### src/rtl/hist_pkg.sv
// rtl/hist_pkg.sv - shared defaults, FSM state type and saturating increment for the histogram engine
package hist_pkg;

    localparam int BIN_W_DEF   = 5;
    localparam int COUNT_W_DEF = 32;
    localparam int RD_LAT_DEF  = 2;

    typedef enum logic [1:0] {CLEAR, RUN, DRAIN} state_t;

    // Operates on a 64-bit container; w selects the live counter width.
    function automatic logic [63:0] sat_inc(input logic [63:0] v, input int w);
        logic [63:0] top;
        top = (w >= 64) ? '1 : ((64'd1 << w) - 64'd1);
        return (v == top) ? v : v + 64'd1;
    endfunction

endpackage

### src/rtl/hist_if.sv
// rtl/hist_if.sv - sample stream carrying bin indices into the histogram engine
interface hist_if #(parameter int BIN_W = 5) ();

    logic             in_valid;
    logic             in_ready;
    logic [BIN_W-1:0] in_bin;

    modport master (output in_valid, output in_bin, input in_ready);
    modport slave  (input in_valid, input in_bin, output in_ready);

endinterface

### src/rtl/hist_fwd.sv
// rtl/hist_fwd.sv - write history of the last DEPTH cycles with youngest-match lookup
module hist_fwd #(
    parameter int BIN_W   = 5,
    parameter int COUNT_W = 32,
    parameter int DEPTH   = 2
) (
    input  logic               clk,
    input  logic               rst_n,
    input  logic               flush_i,
    input  logic               push_i,
    input  logic [BIN_W-1:0]   push_bin_i,
    input  logic [COUNT_W-1:0] push_val_i,
    input  logic [BIN_W-1:0]   look_bin_i,
    output logic               hit_o,
    output logic [COUNT_W-1:0] val_o
);

    logic [DEPTH-1:0]   vld_q;
    logic [BIN_W-1:0]   bin_q [DEPTH];
    logic [COUNT_W-1:0] val_q [DEPTH];

    always_ff @(posedge clk or negedge rst_n) begin
        if (!rst_n) begin
            vld_q <= '0;
            for (int i = 0; i < DEPTH; i++) begin
                bin_q[i] <= '0;
                val_q[i] <= '0;
            end
        end else begin
            vld_q[0] <= push_i && !flush_i;
            bin_q[0] <= push_bin_i;
            val_q[0] <= push_val_i;
            for (int i = 1; i < DEPTH; i++) begin
                vld_q[i] <= vld_q[i-1] && !flush_i;
                bin_q[i] <= bin_q[i-1];
                val_q[i] <= val_q[i-1];
            end
        end
    end

    // Scan oldest to youngest so the youngest match is the one left standing.
    always_comb begin
        hit_o = 1'b0;
        val_o = '0;
        for (int i = DEPTH - 1; i >= 0; i--) begin
            if (vld_q[i] && (bin_q[i] == look_bin_i)) begin
                hit_o = 1'b1;
                val_o = val_q[i];
            end
        end
    end

endmodule

### src/rtl/hist_update.sv
// rtl/hist_update.sv - read-modify-write histogram engine driving a dual-port counter RAM
module hist_update
    import hist_pkg::*;
#(
    parameter int BIN_W   = BIN_W_DEF,
    parameter int COUNT_W = COUNT_W_DEF,
    parameter int RD_LAT  = RD_LAT_DEF
) (
    input  logic               clk,
    input  logic               rst_n,
    hist_if.slave              s_if,
    input  logic               clear_req_i,
    output logic               busy_o,
    output logic               clear_done_o,
    output logic [BIN_W-1:0]   ram_rdaddr_o,
    input  logic [COUNT_W-1:0] ram_q_i,
    output logic [BIN_W-1:0]   ram_wraddr_o,
    output logic [COUNT_W-1:0] ram_data_o,
    output logic               ram_wren_o
);

    localparam int NB = 2 ** BIN_W;

    state_t             state_q;
    logic [BIN_W:0]     ptr_q;
    logic               wren_q;
    logic               clear_done_q;
    logic [BIN_W-1:0]   wraddr_q;
    logic [COUNT_W-1:0] data_q;

    logic               accept;
    logic               tap_v;
    logic               pend;
    logic [BIN_W-1:0]   tap_b;
    logic               fwd_hit;
    logic [COUNT_W-1:0] fwd_val;
    logic [COUNT_W-1:0] base;
    logic [COUNT_W-1:0] inc_val;

    assign s_if.in_ready = (state_q == RUN) && !clear_req_i;
    assign accept        = s_if.in_valid && s_if.in_ready;
    assign ram_rdaddr_o  = accept ? s_if.in_bin : '0;

    // tap_* is the sample whose RAM data is on ram_q_i this cycle.
    generate
        if (RD_LAT == 1) begin : g_direct
            assign tap_v = accept;
            assign tap_b = s_if.in_bin;
            assign pend  = 1'b0;
        end else begin : g_pipe
            logic [RD_LAT-2:0] v_q;
            logic [BIN_W-1:0]  b_q [RD_LAT-1];

            always_ff @(posedge clk or negedge rst_n) begin
                if (!rst_n) begin
                    v_q <= '0;
                    for (int k = 0; k < RD_LAT - 1; k++) b_q[k] <= '0;
                end else begin
                    v_q[0] <= accept;
                    b_q[0] <= s_if.in_bin;
                    for (int k = 1; k < RD_LAT - 1; k++) begin
                        v_q[k] <= v_q[k-1];
                        b_q[k] <= b_q[k-1];
                    end
                end
            end

            assign tap_v = v_q[RD_LAT-2];
            assign tap_b = b_q[RD_LAT-2];
            assign pend  = |v_q;
        end
    endgenerate

    hist_fwd #(
        .BIN_W   (BIN_W),
        .COUNT_W (COUNT_W),
        .DEPTH   (RD_LAT)
    ) u_fwd (
        .clk        (clk),
        .rst_n      (rst_n),
        .flush_i    (state_q == CLEAR),
        .push_i     (tap_v),
        .push_bin_i (tap_b),
        .push_val_i (inc_val),
        .look_bin_i (tap_b),
        .hit_o      (fwd_hit),
        .val_o      (fwd_val)
    );

    assign base    = fwd_hit ? fwd_val : ram_q_i;
    assign inc_val = COUNT_W'(sat_inc(64'(base), COUNT_W));

    always_ff @(posedge clk or negedge rst_n) begin
        if (!rst_n) begin
            state_q      <= CLEAR;
            ptr_q        <= '0;
            wren_q       <= 1'b0;
            wraddr_q     <= '0;
            data_q       <= '0;
            clear_done_q <= 1'b0;
        end else begin
            clear_done_q <= 1'b0;
            wren_q       <= tap_v;
            wraddr_q     <= tap_b;
            data_q       <= inc_val;
            case (state_q)
                CLEAR: begin
                    if (ptr_q == (BIN_W+1)'(NB)) begin
                        wren_q       <= 1'b0;
                        clear_done_q <= 1'b1;
                        ptr_q        <= '0;
                        state_q      <= RUN;
                    end else begin
                        wren_q   <= 1'b1;
                        wraddr_q <= ptr_q[BIN_W-1:0];
                        data_q   <= '0;
                        ptr_q    <= ptr_q + (BIN_W+1)'(1);
                    end
                end
                RUN: begin
                    if (clear_req_i) state_q <= DRAIN;
                end
                DRAIN: begin
                    // The last in-flight write is registered on this same edge.
                    if (!pend) begin
                        state_q <= CLEAR;
                        ptr_q   <= '0;
                    end
                end
                default: state_q <= CLEAR;
            endcase
        end
    end

    assign busy_o       = (state_q != RUN) || pend || wren_q;
    assign clear_done_o = clear_done_q;
    assign ram_wraddr_o = wraddr_q;
    assign ram_data_o   = data_q;
    assign ram_wren_o   = wren_q;

endmodule

### src/flat_wrapper.sv
// flat-port wrapper written by rule: the top's interface ports become plain ports
module hist_update_flat import hist_pkg::*;
#(
    parameter int BIN_W   = BIN_W_DEF,
    parameter int COUNT_W = COUNT_W_DEF,
    parameter int RD_LAT  = RD_LAT_DEF
)
  (clk, rst_n, clear_req_i, busy_o, clear_done_o, ram_rdaddr_o, ram_q_i, ram_wraddr_o, ram_data_o, ram_wren_o, s_if_in_valid, s_if_in_bin, s_if_in_ready);
  hist_if #(.BIN_W(BIN_W)) s_if_i ();
  input  logic clk;
  input  logic rst_n;
  input  logic clear_req_i;
  output logic busy_o;
  output logic clear_done_o;
  output logic [BIN_W-1:0] ram_rdaddr_o;
  input  logic [COUNT_W-1:0] ram_q_i;
  output logic [BIN_W-1:0] ram_wraddr_o;
  output logic [COUNT_W-1:0] ram_data_o;
  output logic ram_wren_o;
  input wire logic [$bits(s_if_i.in_valid)-1:0] s_if_in_valid;
  input wire logic [$bits(s_if_i.in_bin)-1:0] s_if_in_bin;
  output wire logic [$bits(s_if_i.in_ready)-1:0] s_if_in_ready;
  assign s_if_i.in_valid = s_if_in_valid;
  assign s_if_i.in_bin = s_if_in_bin;
  assign s_if_in_ready = s_if_i.in_ready;
  hist_update #(.BIN_W(BIN_W), .COUNT_W(COUNT_W), .RD_LAT(RD_LAT)) u_core (.clk(clk), .rst_n(rst_n), .s_if(s_if_i), .clear_req_i(clear_req_i), .busy_o(busy_o), .clear_done_o(clear_done_o), .ram_rdaddr_o(ram_rdaddr_o), .ram_q_i(ram_q_i), .ram_wraddr_o(ram_wraddr_o), .ram_data_o(ram_data_o), .ram_wren_o(ram_wren_o));
endmodule
### config.mk
export PLATFORM = sky130hd
export DESIGN_NAME = hist_update_flat
export DESIGN_NICKNAME = d
export VERILOG_FILES = /design/src/rtl/hist_pkg.sv /design/src/rtl/hist_if.sv /design/src/rtl/hist_fwd.sv /design/src/rtl/hist_update.sv /design/src/flat_wrapper.sv
export SDC_FILE = /design/constraint.sdc
export NUM_CORES = 1
export LEC_CHECK = 0
export ABC_AREA = 0
export BUFFER_PORTS_ARGS = -buffer_cell sky130_fd_sc_hd__buf_4
export CAP_MARGIN = 5
export CORE_MARGIN = 5
export CORE_UTILIZATION = 52
export DETAILED_ROUTE_END_ITERATION = 8
export GPL_ROUTABILITY_DRIVEN = 0
export PLACE_DENSITY_LB_ADDON = 0.2
export SYNTH_ARGS = -nofsm -noshare
export SYNTH_HDL_FRONTEND = slang
export SYNTH_SLANG_ARGS = --single-unit
### constraint.sdc
create_clock -name clk -period 2.45 [get_ports clk]
set_input_delay 0.49 -clock clk [delete_from_list [all_inputs] [get_ports clk]]
set_output_delay 0.49 -clock clk [all_outputs]
set_load 0.1 [all_outputs]
# --- After elaboration in Yosys (flattened, before gate mapping) ---
# Cells that the tools add are included.
totals:
  register_bits: 129
  out_inout_bits: 46
  wordCells: 61
op_classes:
  n_addsub: 2
  n_eq_ne: 10
  muxes: 22
  reduce_logical: 14
ops:
  columns: ["cell", "count"]
  rows:
  - ["two-way mux 32 bit", 6]
  - ["adder 32 x 1 -> 32 bit (second input constant)", 1]
  - ["== test 32 bit (second input constant)", 1]
  - ["two-way mux 5 bit", 3]
  - ["two-way mux 6 bit", 2]
  - ["case mux 6 bit (2 select lines)", 1]
  - ["== test 5 bit", 2]
  - ["adder 6 x 1 -> 6 bit (second input constant)", 1]
  - ["== test 6 bit (second input constant)", 1]
  - ["logical AND 1 bit", 6]
  - ["two-way mux 1 bit", 6]
  - ["two-way mux 2 bit", 3]
  - ["case mux 2 bit (3 select lines)", 1]
  - ["inequality test 2 x 1 -> 1 bit (second input constant)", 2]
  - ["inequality test 2 bit (second input constant)", 2]
  - ["AND reduction 3 bit", 1]
  - ["== test 2 x 1 -> 1 bit (second input constant)", 1]
  - ["== test 2 bit (second input constant)", 1]
  - ["logical NOT 1 bit", 2]
  - ["logical NOT 2 bit", 1]
  - ["logical OR 1 bit", 2]
  - ["AND reduction 2 bit", 1]
  - ["nonzero test 2 bit", 1]

# --- Longest topological paths before layout ---
# Gate-level depths: netlist (run 1).
depth:
  depth_word: 9
  mapped_depth: 12

# --- Modules after synthesis ---
# A second synthesis (run 1) with hierarchy kept.
hier_totals:
  hier_cells: 595
  area_unflattened_um2: 7011.7
modules_own_cells:
  columns: ["mod", "n_inst", "cells_each", "area_per_inst_um2", "seq_area_each_um2"]
  rows:
  - ["hist_update", 1, 428, 4211.5, 1326.3]
  - ["hist_fwd", 1, 167, 2800.2, 1901.8]

# --- Worst setup path after synthesis (run 1) ---
# Ideal clock, no wire load.
synth_path:
  path_type: "register to output"
  start: "register u_core.state_q[1]"
  end: "output ram_rdaddr_o[0]"
  arrival_time_ns: 2.926
  required_time_ns: 1.960
  setup_slack_ns: -0.966
  path_stages_with_launch: 4
  path_buffers: 0
  path_cell_list: "dfrtp_1 nand2b_1 nor2_1 and3_1"
synth_via:
  elab_chain_len: 4
synth_lines:
  columns: ["element", "line", "text"]
  rows:
  - ["start: declaration", "hist_update.sv:24", "state_t state_q;"]
  - ["start signal: assignment", "hist_update.sv:95", "state_q <= CLEAR;"]
  - ["start signal: assignment", "hist_update.sv:112", "state_q <= RUN;"]
  - ["start signal: assignment", "hist_update.sv:121", "if (clear_req_i) state_q <= DRAIN;"]
  - ["== test 2 x 1 -> 1 bit", "hist_update.sv:40", "assign s_if.in_ready = (state_q == RUN) && !clear_req_i;"]
  - ["logical AND 1 bit", "hist_update.sv:40", null]
  - ["named net s_if_in_ready", "flat_wrapper.sv:22", "output wire logic [$bits(s_if_i.in_ready)-1:0] s_if_in_ready;"]
  - ["logical AND 1 bit", "hist_update.sv:41", "assign accept = s_if.in_valid && s_if.in_ready;"]
  - ["two-way mux 5 bit", "hist_update.sv:42", "assign ram_rdaddr_o = accept ? s_if.in_bin : '0;"]
  - ["end: declaration", "flat_wrapper.sv:15", "output logic [BIN_W-1:0] ram_rdaddr_o;"]
# The timed path passes the listed nets, and every way through them passes these cells.

# --- Worst setup path after layout (run 1) ---
layout_path:
  start: "register u_core.g_pipe.b_q[4] in the netlist's numbering"
  end: "register u_core.data_q[3], in the netlist u_core.ram_data_o[3]"
layout_via:
  elab_chain_len: 9
  elab_cells_between_ends: 14
  cone_classes: "add/sub: 1; eq/ne: 3; mux: 8; reduce/logical: 2"
layout_lines:
  columns: ["element", "line", "text"]
  rows:
  - ["start: declaration", "hist_update.sv:52", "logic [BIN_W-1:0] b_q [RD_LAT-1];"]
  - ["start signal: indexed assignment", "hist_update.sv:63", "b_q[k] <= b_q[k-1];"]
  - ["== test 5 bit", "hist_fwd.sv:46", "if (vld_q[i] && (bin_q[i] == look_bin_i)) begin"]
  - ["logical AND 1 bit", "hist_fwd.sv:46", null]
  - ["two-way mux 32 bit or two-way mux 1 bit (tied branches) (2 in a row)", "hist_fwd.sv:46", null]
  - ["two-way mux 32 bit *", "hist_update.sv:90", "assign base = fwd_hit ? fwd_val : ram_q_i;"]
  - ["adder 32 x 1 -> 32 bit or == test 32 bit (tied branches)", "hist_pkg.sv:14", "return (v == top) ? v : v + 64'd1;"]
  - ["two-way mux 32 bit *", "hist_pkg.sv:14", null]
  - ["two-way mux 32 bit", "hist_update.sv:108", "if (ptr_q == (BIN_W+1)'(NB)) begin"]
  - ["two-way mux 32 bit *", "hist_update.sv:106", "case (state_q)"]
  - ["end signal: assignment", "hist_update.sv:105", "data_q <= inc_val;"]
  - ["end: declaration", "hist_update.sv:29", "logic [COUNT_W-1:0] data_q;"]
# Mark *: on every way between the ends. The rest lies on a longest branch, timed or not.
# A chain may end at the register's enable or synchronous reset.

==> results.tsv, run 1 <==
metric	value	unit
status	finished, violations left	
failed_checks	negative setup slack	
whs	97.33	ps
powerDensity	770.1	nW/um2
netlist_area	6127	um2
design_area	9502	um2
synth-seq-cells	129	
synth_fp_nets	669	
p_sw	2690	uW
vdd_ir_drop_max	1.065	mV
synth_largest_area_cell	dfrtp_1	
cts.sinks	129	
viasPerCell	6.409	
ys_top_cells_by_count	129 x dfrtp_1, 99 x nand2_1, 44 x nor2_1	
crit_path_end_kind	flip-flop	
grt_max_degree	130	
ys_types	62	
multiInputGateArea	3465	um2
drt-pass1-iter-count	6	
async_reset_ff_frac	1.000	
final_nets	897	
die-area	14050	um2
critical_path.reg2reg.endpoint	u_core.ram_data_o[3]$_DFF_PN0_	
vias	6473	
synth_ff_type	dfrtp_1	
cp_data_arrival_time	3270	ps
pwr-share-clk	0.364	
fin_crit_sh	1.214	
hp-class	primary input to async pin	
antenna_left	0	
p_seq_frac	0.349	
first_iter_violations	861	
place_area	7737	um2
period_needed	2975	ps
routedWlPerCell	22.70	um
syn_to_final_growth	55.07	%
worst_pin_slew	750.2	ps
r2r_start	u_core.g_pipe.b_q[4]$_DFF_PN0_	
netlist_instances	626	
critical_path_class	flip-flop to flip-flop	
die_w	118.6	um
regArea	3232	um2
setup_tns	-24910	ps
clockBufferDepth	2	
ff2ff_path_depth	11	
core	11470	um2
cap_violations	0	
rsz0062_at_grt	true	
power_frac_comb	0.286	
grt_pass1_vias	6158	
grt_antenna_before_repair	0	
ys_seq_area_frac	0.5269	
setup_violations	64	
final-hold-violation-count	0	
fill_cells	587	
yosysMostFrequentCell	dfrtp_1	
grt.total_usage	0.2752	
die_h	118.6	um
cp-start-kind	flip-flop	
clock_skew	8.353	ps
p_sw_frac	0.3677	
h-tree-depth	4	
required	2740	ps
p_leak	0.004271	uW
drive_gt1_frac	0.4418	
path_clk_slew	60	ps
clock_latency	430	ps
setup_ws	-525.3	ps
start_util	0.5343	
rrSetupSlack	-530	ps
clockRootBuffer	clkbuf_16	
synth_top_area_frac	0.5269	
portBuffers	86	
synthTopCellsByArea	dfrtp_1 53%, nand2_1 6.1%, a21oi_1 3.4%	
routed_wl	22930	um
maxSlewViolCount	0	
grt_pass1_wl	31030	um
syn-mean-instance-area	9.788	um2
core.rowCount	39	
slew_headroom	0.4999	
cts_inserted_buffers	17	
ios	87	
cts_tree	built	
grt.overflow.total	0	
drc_errors	0	
p_int	4626	uW
synth_edf_count	0	
path_max_fanout	7	
dp_hpwl	12760	um
fmax	336.1	MHz
insertedDiodeCount	0	
ys.warnings.count	0	
[critical path: stages, from the launching register on]
cell	delay, ps
dfrtp_2	450
xnor2_2	220
nand4_1	200
buf_4	220
buf_8	140
nor3_4	210
o31ai_2	90
or3_4	350
or3_1	370
buf_6	170
o211ai_1	280
a211oi_2	140
[final cells by class]
class | count | share of cell area
Timing Repair Buffer | 241 | 0.2095
Inverter | 6 | 0.002370
Sequential cell | 129 | 0.3401
Clock inverter | 11 | 0.01607
Clock buffer | 21 | 0.04846
Tap cell | 143 | 0.01883
Multi-Input combinational cell | 459 | 0.3646
[placed cells by master, fill, tap and decap left out, types with 5 or more instances in the layout]
cell type  count
a2bb2oi_1      7
mux2i_1       11
nor3_1         7
nor2_1        38
inv_1          6
nand2b_1      11
a31oi_1       20
dfrtp_1      126
a21oi_2       10
nor3_4         7
xor2_1         6
a211oi_2       5
buf_4        211
a21oi_4        5
a21oi_1       28
a211oi_1       5
nor3_2         6
and2_4         5
nand3_1       17
o21ai_0       26
nand4_1       13
a32oi_1       11
buf_6         23
o21ai_4        5
clkbuf_16     18
xnor2_1        7
nand2_1       98
[routing by layer]
| layer | track usage | vias to the layer above | part of all wire |
|---|---|---|---|
| li1 | - | 2741 | - |
| met1 | 0.3381 | 3133 | 0.36 |
| met2 | 0.4545 | 450 | 0.49 |
| met3 | 0.08071 | 149 | 0.090 |
| met4 | 0.1141 | 0 | 0.062 |
| met5 | 0 | - | 0 |
[how the worst max path moves through the flow]
stage	from	to	slack [ps]	depth (start not counted)
2_1_floorplan	u_core.g_pipe.b_q[2]$_DFF_PN0_	u_core.ram_data_o[17]$_DFF_PN0_	-160	10
3_3_place_gp	u_core.g_pipe.b_q[1]$_DFF_PN0_	u_core.ram_data_o[3]$_DFF_PN0_	-470	11
3_5_place_dp	u_core.g_pipe.b_q[1]$_DFF_PN0_	u_core.ram_data_o[3]$_DFF_PN0_	-530	11
4_1_cts	u_core.g_pipe.b_q[0]$_DFF_PN0_	u_core.ram_data_o[3]$_DFF_PN0_	-330	10
5_1_grt	u_core.g_pipe.b_q[4]$_DFF_PN0_	u_core.u_fwd.val_q[38]$_DFF_PN0_	-570	13
6_report	u_core.g_pipe.b_q[4]$_DFF_PN0_	u_core.ram_data_o[3]$_DFF_PN0_	-530	11
[registers in the layout (all words and copies together), names as in the netlist, 2 cells and up]
register and cells:
u_core.u_fwd.val_q 64, u_core.ram_data_o 32, u_core.u_fwd.bin_q 10, u_core.ptr_q 6, u_core.g_pipe.b_q 5, u_core.ram_wraddr_o 5
u_core.state_q 2, u_core.u_fwd.vld_q 2
[power groups by stage]
stage	clock [uW]	sequential, uW	combinational (uW)
global placement	0	2570	1870
detailed placement	0	2570	1910
CTS	2650	2540	1980
finish	2670	2560	2100
global route	2780	2580	2190
floorplan	0	3390	479
[logic make-up (layout without fill, tap and decap cells)]
logic type | count (synthesis) | count (layout) | share of synthesized area
flops | 129 | 129 | 0.5269
compound gates | 168 | 169 | 0.1866
fa+ha+maj | 2 | 2 | 0.004083
buf+inv | 40 | 279 | 0.03165
mux | 11 | 11 | 0.01797
simple gates | 254 | 255 | 0.2014
xor+xnor | 22 | 22 | 0.03145
[through the flow]
step / total power, uW / worst slack [ps] / instances / utilization
6_report: 7317 / -525.3 / 1010 / 0.8286
5_1_grt: 7556 / -571.5 / 1010 / 0.8286
4_1_cts: 7166 / -326.3 / 977 / 0.7631
3_5_place_dp: 4475 / -526.3 / 931 / 0.6747
3_3_place_gp: 4440 / -468.1 / 931 / 0.6747
2_1_floorplan: 3872 / -160.5 / 626 / -
[what timing repair did]
item,in CTS,in global routing
gates resized for setup,64,91
hold buffers,0,0
pin swaps,23,54
cloned,2,3
setup buffers,12,30
endpoints found under the setup margin,64,64
Note: power is estimated with default switching activity, not from simulation.
==> run 2, diff against run 1 <==
- CORE_MARGIN: 5 -> default
==> run 2 against run 1 <==
  * The flow still finishes with violations (negative setup slack)
  * Maximum frequency down 6.1%
  * Critical path depth up 2
  * Utilization up 0.21 points
  * Clock skew up 3.7 ps
  * Hold slack worse by 59 ps
  * Sequential share of layout area down 0.059 points
  * Via count up 3.2%
  * Largest power group unchanged
==> results.tsv, run 2 (synthesis gave the netlist of run 1 again) <==
metric	value	unit
crit_path_end_kind	flip-flop	
dp_hpwl	13090	um
cts_tree	built	
pwr-share-clk	0.379	
drive_gt1_frac	0.4549	
insertedDiodeCount	0	
layout_commonest_cell	buf_4	
final_util	0.8307	
grt.total_usage	0.3637	
p_leak	0.004220	uW
hp-class	primary input to async pin	
die_w	110.6	um
clock_skew	12.10	ps
setup_tns	-27910	ps
cp_common_cell	buf_4	
cp_data_arrival_time	3500	ps
p_sw_frac	0.3621	
grt_max_degree	59	
fin_crit_sh	1.293	
grt_pass1_vias	6425	
setup_ws	-718.3	ps
slew_headroom	0.5497	
rrSetupSlack	-720	ps
maxSlewViolCount	0	
final_cell_mix	198 x buf_4, 124 x dfrtp_1, 97 x nand2_1	
vdd_ir_drop_max	0.9393	mV
clockRootBuffer	clkbuf_16	
failed_checks	negative setup slack	
drt-pass1-iter-count	8	
ios	87	
setup_violations	64	
cts_inserted_buffers	17	
worst_pin_slew	669.2	ps
final-hold-violation-count	0	
p_sw	2711	uW
regArea	3234	um2
r2r_start	u_core.g_pipe.b_q[4]$_DFF_PN0_	
crit_chain	xnor2_2 -> nand4_1 -> buf_6 -> o21ai_0 -> o2bb2ai_2 -> or3_4 -> buf_6 -> nor3_2 -> buf_4 -> buf_4 -> a211oi_4 -> nor3_2 -> buf_4	
period_needed	3168	ps
clockBufferDepth	2	
required	2790	ps
die_h	110.6	um
h-tree-depth	4	
path_clk_slew	70	ps
crit_path_max_incr_delay	460	ps
core	11470	um2
die-area	12220	um2
status	finished, violations left	
syn_to_final_growth	55.46	%
fmax	315.6	MHz
cpMaxStageDelayCell	o21ai_0	
cp-start-kind	flip-flop	
core.rowCount	39	
p_int	4775	uW
largest_reg_flops	64	
multiInputGateArea	3558	um2
critical_path_class	flip-flop to flip-flop	
grt.overflow.total	0	
portBuffers	86	
finalPower	7486	uW
drc_errors	0	
startpoint	u_core.g_pipe.b_q[4]$_DFF_PN0_	
grt_antenna_before_repair	0	
first_iter_violations	971	
viasPerCell	6.704	
cts_hold_buffers	0	
routedWlPerCell	24.61	um
routed_wl	24520	um
powerDensity	785.9	nW/um2
cts.sinks	129	
start_util	0.5343	
antenna_left	0	
grt_pass1_wl	34110	um
clock_latency	440	ps
rsz0062_at_grt	true	
cap_violations	0	
p_seq_frac	0.342	
power_frac_comb	0.278	
vias	6677	
final_nets	883	
fill_cells	579	
path_max_fanout	6	
largest_register	u_core.u_fwd.val_q	
-- run 2: stage by stage --
stage | area [um2] | setup slack (ps) | hold slack [ps] | instances
after floorplan | 6248 | -160.5 | 194.4 | 626
after global placement | 7812 | -443.8 | 360.4 | 941
after detailed placement | 7812 | -577.0 | 369.8 | 941
after CTS | 9116 | -351.5 | 46.48 | 985
after global routing | 9525 | -777.4 | 59.80 | 996
final | 9525 | -718.3 | 38.81 | 996
-- run 2: power groups by stage --
stage | Combinational (uW) | Clock (uW) | Sequential [uW]
finish | 2080 | 2840 | 2560
global route | 2160 | 2960 | 2590
CTS | 2000 | 2840 | 2550
detailed placement | 1910 | 0 | 2570
global placement | 1880 | 0 | 2560
floorplan | 479 | 0 | 3390
-- run 2: repair_timing --
item                       CTS  global route
resized for setup          121            61
cloned                       1             1
pin swaps                   28            36
setup endpoints to repair   66            66
setup buffers               12            14
-- run 2: final timing paths --
path / cells after the start / endpoint
hold / removal: 1 / u_core.u_fwd.val_q[38]$_DFF_PN0_
min in group clk: 1 / u_core.g_pipe.b_q[0]$_DFF_PN0_
setup reg to reg: 13 / u_core.ram_data_o[15]$_DFF_PN0_
setup / recovery: 13 / u_core.ram_data_o[15]$_DFF_PN0_
max in group asynchronous: 2 / u_core.u_fwd.val_q[55]$_DFF_PN0_
hold reg to reg: 0 / u_core.u_fwd.val_q[18]$_DFF_PN0_
-- run 2: layout make-up --
type	count	share of cell area
Sequential cell	129	0.3396
Multi-Input combinational cell	458	0.3736
Timing Repair Buffer	228	0.1974
Tap cell	143	0.01878
Inverter	6	0.002364
Clock buffer	20	0.04689
Clock inverter	12	0.02141
-- run 2: worst max-delay path, delay by kind of cell (launching register included) --
kind                   cells  cell delay [ps]
AO/OA/AOI/OAI              3             1050
buffers and inverters      5              810
AND/OR/NAND/NOR            4              580
flip-flops                 1              450
XOR/XNOR                   1              170
-- run 2: metal layers --
metal / vias up / global-route usage / part of all wire / wire length [um]
met4: 0 / 0.1920 / 0.069 / 1695
met3: 195 / 0.1103 / 0.10 / 2458
met5: - / 0 / 0 / 0
met1: 3209 / 0.4419 / 0.36 / 8716
met2: 567 / 0.5834 / 0.48 / 11650
li1: 2706 / - / - / -
